**src/rtl/seg_io_pkg.sv**
```systemverilog
// rtl/seg_io_pkg.sv - register offsets, CTRL/STATUS bit positions and hex-to-segment table for seg_io_ctrl
package seg_io_pkg;

    localparam logic [1:0] OFF_DATA   = 2'd0;
    localparam logic [1:0] OFF_CTRL   = 2'd1;
    localparam logic [1:0] OFF_STATUS = 2'd2;
    localparam logic [1:0] OFF_RSVD   = 2'd3;

    localparam int CTRL_ENABLE = 0;
    localparam int CTRL_UP_IE  = 2;
    localparam int CTRL_DN_IE  = 3;
    localparam int CTRL_DP_LSB = 8;

    localparam int STAT_UP_EVT = 0;
    localparam int STAT_DN_EVT = 1;
    localparam int STAT_UP_LVL = 2;
    localparam int STAT_DN_LVL = 3;

    // Active-low segments, bit order g..a
    localparam logic [6:0] HEX_SEG [16] = '{
        7'h40, 7'h79, 7'h24, 7'h30, 7'h19, 7'h12, 7'h02, 7'h78,
        7'h00, 7'h10, 7'h08, 7'h03, 7'h46, 7'h21, 7'h06, 7'h0E
    };

endpackage

```
**src/rtl/seg_io_debounce.sv**
```systemverilog
// rtl/seg_io_debounce.sv - 2-flop synchroniser plus stable-count debouncer for one push-button
module seg_io_debounce #(
    parameter int DEBOUNCE_CYCLES = 200000
) (
    input  logic clk,
    input  logic reset,
    input  logic i_raw,
    output logic o_level
);

    localparam int CW = $clog2(DEBOUNCE_CYCLES + 1);
    localparam logic [CW-1:0] CNT_LAST = CW'(DEBOUNCE_CYCLES - 1);

    logic          r_sync1;
    logic          r_sync2;
    logic          r_level;
    logic [CW-1:0] r_cnt;

    always_ff @(posedge clk) begin
        if (reset) begin
            r_sync1 <= 1'b0;
            r_sync2 <= 1'b0;
            r_level <= 1'b0;
            r_cnt   <= '0;
        end else begin
            r_sync1 <= i_raw;
            r_sync2 <= r_sync1;
            // Any sample agreeing with the accepted level restarts the count
            if (r_sync2 == r_level) begin
                r_cnt <= '0;
            end else if (r_cnt == CNT_LAST) begin
                r_level <= r_sync2;
                r_cnt   <= '0;
            end else begin
                r_cnt <= r_cnt + 1'b1;
            end
        end
    end

    assign o_level = r_level;

endmodule

```
**src/rtl/seg_io_ctrl.sv**
```systemverilog
// rtl/seg_io_ctrl.sv - memory-mapped 7-segment scanner with debounced up/down buttons
// Optional irq output and CTRL interrupt enables when SEG_IO_IRQ_EN is defined.
module seg_io_ctrl
    import seg_io_pkg::*;
#(
    parameter int               WIDTH           = 32,
    parameter int               DIGITS          = 4,
    parameter logic [WIDTH-1:0] BASE            = 32'h0000_0080,
    parameter int               SCAN_DIV        = 50000,
    parameter int               DEBOUNCE_CYCLES = 200000
) (
    input  logic              clk,
    input  logic              reset,
    input  logic              up,
    input  logic              down,
    input  logic              memwrite,
    input  logic [WIDTH-1:0]  adr,
    input  logic [WIDTH-1:0]  writedata,
    output logic [WIDTH-1:0]  memdata,
    output logic [DIGITS-1:0] AN,
    output logic [7:0]        CX
`ifdef SEG_IO_IRQ_EN
    ,
    output logic              irq
`endif
);

    localparam int IDX_W = (DIGITS > 1) ? $clog2(DIGITS) : 1;
    localparam int SC_W  = (SCAN_DIV > 1) ? $clog2(SCAN_DIV) : 1;
    localparam logic [SC_W-1:0]  SCAN_LAST = SC_W'(SCAN_DIV - 1);
    localparam logic [IDX_W-1:0] IDX_LAST  = IDX_W'(DIGITS - 1);

    logic [4*DIGITS-1:0] r_data;
    logic                r_enable;
    logic [DIGITS-1:0]   r_dp;
    logic [1:0]          r_evt;
    logic [1:0]          r_lvl_d;
    logic [SC_W-1:0]     r_scan_cnt;
    logic [IDX_W-1:0]    r_idx;
    logic [DIGITS-1:0]   r_an;
    logic [7:0]          r_cx;

    logic                w_hit;
    logic                w_wr;
    logic [1:0]          w_sel;
    logic [1:0]          w_lvl;
    logic [1:0]          w_rise;
    logic [1:0]          w_clr;
    logic [1:0]          w_ie;
    logic [3:0]          w_nib;
    logic                w_unused;

    assign w_hit    = (adr[WIDTH-1:4] == BASE[WIDTH-1:4]);
    assign w_sel    = adr[3:2];
    assign w_wr     = memwrite & w_hit;
    assign w_clr    = (w_wr && w_sel == OFF_STATUS) ? writedata[STAT_DN_EVT:STAT_UP_EVT] : 2'b00;
    assign w_rise   = w_lvl & ~r_lvl_d;
    assign w_nib    = r_data[{r_idx, 2'b00} +: 4];
    assign w_unused = ^{adr[1:0], writedata};

    seg_io_debounce #(.DEBOUNCE_CYCLES(DEBOUNCE_CYCLES)) u_db_up (
        .clk(clk), .reset(reset), .i_raw(up), .o_level(w_lvl[0])
    );

    seg_io_debounce #(.DEBOUNCE_CYCLES(DEBOUNCE_CYCLES)) u_db_dn (
        .clk(clk), .reset(reset), .i_raw(down), .o_level(w_lvl[1])
    );

    always_ff @(posedge clk) begin
        if (reset) begin
            r_data   <= '0;
            r_enable <= 1'b0;
            r_dp     <= '0;
            r_evt    <= 2'b00;
            r_lvl_d  <= 2'b00;
        end else begin
            r_lvl_d <= w_lvl;
            // A rising level beats a coincident write-1-to-clear
            r_evt   <= w_rise | (r_evt & ~w_clr);
            if (w_wr && w_sel == OFF_DATA) begin
                r_data <= writedata[4*DIGITS-1:0];
            end
            if (w_wr && w_sel == OFF_CTRL) begin
                r_enable <= writedata[CTRL_ENABLE];
                r_dp     <= writedata[CTRL_DP_LSB +: DIGITS];
            end
        end
    end

`ifdef SEG_IO_IRQ_EN
    logic [1:0] r_ie;

    always_ff @(posedge clk) begin
        if (reset) begin
            r_ie <= 2'b00;
        end else if (w_wr && w_sel == OFF_CTRL) begin
            r_ie <= {writedata[CTRL_DN_IE], writedata[CTRL_UP_IE]};
        end
    end

    assign w_ie = r_ie;
    assign irq  = |(r_evt & r_ie);
`else
    assign w_ie = 2'b00;
`endif

    // Scanning keeps running while disabled so re-enabling resumes in phase
    always_ff @(posedge clk) begin
        if (reset) begin
            r_scan_cnt <= '0;
            r_idx      <= '0;
            r_an       <= '1;
            r_cx       <= 8'hFF;
        end else begin
            if (r_scan_cnt == SCAN_LAST) begin
                r_scan_cnt <= '0;
                r_idx      <= (r_idx == IDX_LAST) ? '0 : r_idx + 1'b1;
            end else begin
                r_scan_cnt <= r_scan_cnt + 1'b1;
            end
            if (r_enable) begin
                r_an <= ~(DIGITS'(1) << r_idx);
                r_cx <= {~r_dp[r_idx], HEX_SEG[w_nib]};
            end else begin
                r_an <= '1;
                r_cx <= 8'hFF;
            end
        end
    end

    assign AN = r_an;
    assign CX = r_cx;

    always_comb begin
        memdata = '0;
        if (w_hit) begin
            case (w_sel)
                OFF_DATA: memdata[4*DIGITS-1:0] = r_data;
                OFF_CTRL: begin
                    memdata[CTRL_ENABLE]            = r_enable;
                    memdata[CTRL_UP_IE]             = w_ie[0];
                    memdata[CTRL_DN_IE]             = w_ie[1];
                    memdata[CTRL_DP_LSB +: DIGITS]  = r_dp;
                end
                OFF_STATUS: begin
                    memdata[STAT_UP_EVT] = r_evt[0];
                    memdata[STAT_DN_EVT] = r_evt[1];
                    memdata[STAT_UP_LVL] = w_lvl[0];
                    memdata[STAT_DN_LVL] = w_lvl[1];
                end
                OFF_RSVD: memdata = '0;
                default:  memdata = '0;
            endcase
        end
    end

endmodule
```
**config.mk**
```make
export PLATFORM = sky130hd
export DESIGN_NAME = seg_io_ctrl
export DESIGN_NICKNAME = d
export VERILOG_FILES = /design/src/rtl/seg_io_pkg.sv /design/src/rtl/seg_io_debounce.sv /design/src/rtl/seg_io_ctrl.sv
export SDC_FILE = /design/constraint.sdc
export NUM_CORES = 1
export LEC_CHECK = 0
export ABC_AREA = 1
export CORE_ASPECT_RATIO = 1.2
export CORE_MARGIN = 2
export CORE_UTILIZATION = 30
export DETAILED_ROUTE_END_ITERATION = 8
export GPL_TIMING_DRIVEN = 0
export SYNTH_ARGS = -nofsm -noshare
export SYNTH_HDL_FRONTEND = slang
export SYNTH_HIERARCHICAL = 1
export SYNTH_SLANG_ARGS = --single-unit
```
**constraint.sdc**
```tcl
create_clock -name clk -period 2.3 [get_ports clk]
set_input_delay 0.575 -clock clk [delete_from_list [all_inputs] [get_ports clk]]
set_output_delay 0.575 -clock clk [all_outputs]
set_load 0.1 [all_outputs]
```
# ---- Yosys cells after proc, flatten, opt, wreduce, memory -nomap -nowiden
# Memories as Yosys holds them, arrays and structs flattened. A register that Yosys moved wholly into a read port is not among the register bits.
# Cells that the tools add are included.
dict set report totals {
  memories 1
  regBits 97
  output_inout_bits 44
  elab_cells 72
  in_bits 69
  romBits 112
}
dict set report op_classes {
  n_bitwise 12
  reduce_logical 11
  n_mux 13
  n_shift 2
  n_addsub 4
  n_eq_ne 10
  magnitude_cmp 2
}
# name depth width read_ports rd_ports_with_merged_regs wr line
set mem_list {}
lappend mem_list {{(name not given)} 16 7 1 1 0 seg_io_ctrl.sv:123} ;# r_cx <= {~r_dp[r_idx], HEX_SEG[w_nib]};
# cell count
set ops {}
lappend ops {{adder 18 x 1 -> 18 bit, second input constant} 2}
lappend ops {{equality test 18 bit, second input constant} 2}
lappend ops {{equality test 28 x 4 -> 1 bit, second input constant} 1}
lappend ops {{adder 16 x 1 -> 16 bit, second input constant} 1}
lappend ops {{equality test 16 bit, second input constant} 1}
lappend ops {{two-way mux 16 bit} 1}
lappend ops {{indexed part select 16 x 5 -> 4 bit} 1}
lappend ops {{two-way mux 7 bit} 2}
lappend ops {{two-way mux 4 bit} 2}
lappend ops {{case mux 4 bit (2 select lines)} 1}
lappend ops {{equality test 2 bit, second input constant} 3}
lappend ops {{case mux 2 bit (3 select lines)} 1}
lappend ops {{OR reduction 2 bit} 3}
lappend ops {{OR reduction 3 bit} 2}
lappend ops {{>= comparator 5 bit, second input constant} 1}
lappend ops {{inverter 4 -> 5 bit} 1}
lappend ops {{bitwise AND 2 bit} 2}
lappend ops {{two-way mux 2 bit} 2}
lappend ops {{inverter 1 bit} 4}
lappend ops {{inverter 2 bit} 2}
lappend ops {{inverter 4 bit} 1}
lappend ops {{case mux 1 bit (4 select lines)} 1}
lappend ops {{AND reduction 2 bit} 2}
lappend ops {{<< shifter 1 x 2 -> 4 bit, first input constant} 1}
lappend ops {{other kinds (11)} 14}

# ---- Logic depth before layout (Yosys ltp)
dict set report logic_depth {
  ltp_word 7
  mapped_depth 11
  mapped_depth_nobuf 10
}

# ---- By module
# The synthesis kept the hierarchy.
# mod area_per_inst_um2 seq_area_each_um2 cells_per_inst instances
set modules_own_cells {}
lappend modules_own_cells {seg_io_ctrl 3321.9 1101.1 527 1}
lappend modules_own_cells {seg_io_debounce 1027.2 420.4 140 2}

# ---- Worst setup path before layout
# No wires, ideal clock.
dict set report synth_path {
  path_type {input -> output}
  start {in adr[27]}
  end {out memdata[13]}
  path_stages 8
  t_required_ps 1725
  arrival_time_ps 3339
  n_path_buf 1
  slack_ps -1614
  path_cell_list {nor2_1 nand2_1 nor2_1 nand2_1 nor2_4 inv_1 buf_6 nor3_1}
}
dict set report synth_between {
  elab_chain_len 2
}
# element line
set synth_lines {}
lappend synth_lines {{start: declaration} seg_io_ctrl.sv:17} ;# input logic [WIDTH-1:0] adr,
lappend synth_lines {{equality test 28 x 4 -> 1 bit} seg_io_ctrl.sv:53} ;# assign w_hit = (adr[WIDTH-1:4] == BASE[WIDTH-1:4]);
lappend synth_lines {{two-way mux 16 bit} seg_io_ctrl.sv:136} ;# if (w_hit) begin
lappend synth_lines {{end: declaration} seg_io_ctrl.sv:19} ;# output logic [WIDTH-1:0] memdata,
# Every way passes these cells.

# ---- Worst setup path in the final report
dict set report layout_path {
  start {in adr[22]}
  end {out memdata[8]}
}
# Same word-level chain as after synthesis.

==> reports/metrics.csv <==
metric,value,unit
worst_skew_pair.late_latency,340,ps
cts-htree-levels,3,
tritoncts_num_sinks,97,
dp_hpwl,9780,um
fp-row-count,53,
post-route-period-util,111,%
cts_inserted_buffers,9,
reg2reg_to,CX[3]$_SDFF_PP1_,
dr.first_iter.drc_count,371,
dieArea,0.0190,sq mm
gpl.final_weighted_congestion,0.832,
leakagePower,2.85,nW
final-max-slew-violation-count,0,
unrepaired_setup_endpoints_after_global_routing,yes,
synth.largest_area_cell,dfxtp_1,
n_diodes,0,
number_of_buffers_inserted_by_hold_repair_at_cts,0,
warnings_from_yosys,13,
vdd_drop_max,0.000289,V
area_of_the_core,0.0176,sq mm
grt.overflow.total,0,
failed_checks,setup timing,
netlist_top_cells_area,"dfxtp_1 36%, nand2_1 13%, nor2_1 9.1%, inv_1 8.3%, nand4_1 4.2%",
max_capacitance_violation_count,0,
crit_arrival,1980,ps
timing.hold.worst.start,u_db_dn/r_sync1$_SDFF_PP0_,
hold_endpoint,u_db_dn/r_sync2$_SDFF_PP0_,
timing.hold.worst_path_depth,2,
fin_crit,2560,ps
synthesis.area,0.00538,sq mm
clock.fmax,0.391,GHz
drt_pre_antenna_iters,5,
maximum_number_of_pins_on_one_net_before_global_route_repair,15,
powerDensity,496,mW/mm^2
synth_seq_area_share,36.1,%
tightestPinTransition,959,ps
post_route_cells_drive_above_1_share,19.7,%
number_of_global_route_vias_before_repair,4562,
status,"finished, violations left",
number_of_antenna_violations_at_the_first_check_in_global_routing,0,
slew-limit-headroom,36.3,%
track_usage,14.0,%
vias,5088,
synth_ff_type,dfxtp_1,
synth.avg_cell_area,6.66,sq um
worstSetupStartpoint,adr[22],
final_antenna_net_count,0,
report.final.setup_viol,16,
cts-root-to-sink-buffers,2,
cts_tree,done,
area.growth.synth_to_final,35.1,%
critical_path.startpoint_type,input pin,
io_buffer_count,77,
drc,0,
die_h,151,um
route.final.wire_length,13200,um
die_width,126,um
skew,5.73,ps
post_synth_inst_count,807,
final-hold-violation-count,0,
path_class,in -> out,
r2r_cells,11,
startpoint_of_the_worst_register_to_register_path,r_idx[1]$_SDFFE_PP0P_,
nets,1006,
yosysMostFrequentCell,nand2_1,
design.portCount,113,
critPathMaxFanout,5,
cts_root_buf,clkbuf_16,
synth-async-reset-ratio,0,%
route.detailed.wl_per_inst,11.5,um
grt_first_pass_wirelength,21500,um
post_drt_via_cell_ratio,4.44,
initial_core_util,30.6,%
cts.reportedPaths.clkPinSlew,60,ps
synth_cell_types,38,
ys_seq_elements,97,
netlist_top_cells_count,"181 x nand2_1, 130 x nor2_1, 119 x inv_1",
netlist.area_leader.share,36.1,%
required,1730,ps
register_to_register_path_setup_slack,290,ps
timing.critical_path.to_type,output pin,
hold_path.class,reg -> reg,
synth_edf_count,0,
setup_ws,-256,ps
place_ws,-1750,ps
fin_total_pwr,0.00360,W
[how the worst max path moves through the flow]
stage | to | slack [ps]
global placement | memdata[9] | -1740
CTS | memdata[6] | -250
detailed placement | memdata[9] | -1750
finish | memdata[8] | -260
global route | memdata[7] | -340
floorplan | memdata[13] | -550
[per-stage QoR]
stage,cell area [sq um],hold slack [ps],utilization (%),cells,setup TNS [ps]
3_3_place_gp,6650,397,37.8,1119,-28410
5_1_grt,7260,417,41.3,1146,-4420
4_1_cts,7180,407,40.9,1144,-3680
6_report,7260,407,41.3,1146,-3150
2_1_floorplan,5600,388,-,822,-5850
3_5_place_dp,6650,397,37.8,1119,-28890
[layer usage]
layer | wire length [um] | GRT usage (%) | part of all wire (%)
met1 | 5810 | 16.7 | 44
met2 | 6460 | 25.3 | 49
met3 | 629 | 2.17 | 4.8
met4 | 324 | 5.11 | 2.4
met5 | 0 | 0 | 0
[report_power, final]
part	internal, W	total [W]	switching [W]	leakage, nW
combinational	0.000126	0.000353	0.000227	1.92
sequential	0.00169	0.00169	0.00000508	0.783
clock	0.000938	0.00155	0.000616	0.148
total	0.00275	0.00360	0.000848	2.85
[worst max-delay path, stage by stage]
cell	delay, ps
buf_6	100
nor2_4	100
nand2_2	60
nor2_2	120
nand2_2	70
nor2_4	150
clkinvlp_4	150
buf_4	160
buf_8	140
a21oi_4	150
buf_12	190
[logic make-up after synthesis]
kind of cell	Yosys count	share of synthesized area, %
compound gates	66	6.49
xor+xnor	19	3.10
fa+ha+maj	14	3.26
buf+inv	158	13.1
flops	97	36.1
other cells	1	0.0697
simple gates	452	37.8
[registers in the layout, summed over array words and instances (netlist names), 4 cells and up]
name and count:
u_db_up/r_cnt 18, r_dp 4, CX 8, AN 4
r_data 16, r_scan_cnt 16, u_db_dn/r_cnt 18
[what timing repair did]
item,in CTS,in global routing
buffers inserted,9,3
cloned,2,0
gates resized for setup,291,27
pin swaps,12,18
endpoints found under the setup margin,28,20
endpoints found under the hold margin,0,0
[cell usage in the layout (no fill, tap or decap), types with 17 or more instances in the layout]
cell             count
nand2_1            178
inv_1              116
nor2_1             116
dfxtp_1             97
nand4_1             36
a21oi_1             35
nand3_1             35
nor2_2              30
buf_4               25
buf_6               21
clkdlybuf4s50_1     19
nand2_2             17
buf_12              17
[final cells by class]
| cell class | instances | area [sq um] |
|---|---|---|
| fill | 1804 | 10300 |
| tap | 220 | 275 |
| clock inverter | 4 | 70.1 |
| clock buffer | 10 | 229 |
| inverter | 123 | 470 |
| timing repair buffer | 90 | 990 |
| buffer | 35 | 274 |
| multi-input combinational | 567 | 3010 |
| sequential | 97 | 1940 |
Power figures use the tool's default switching activity.
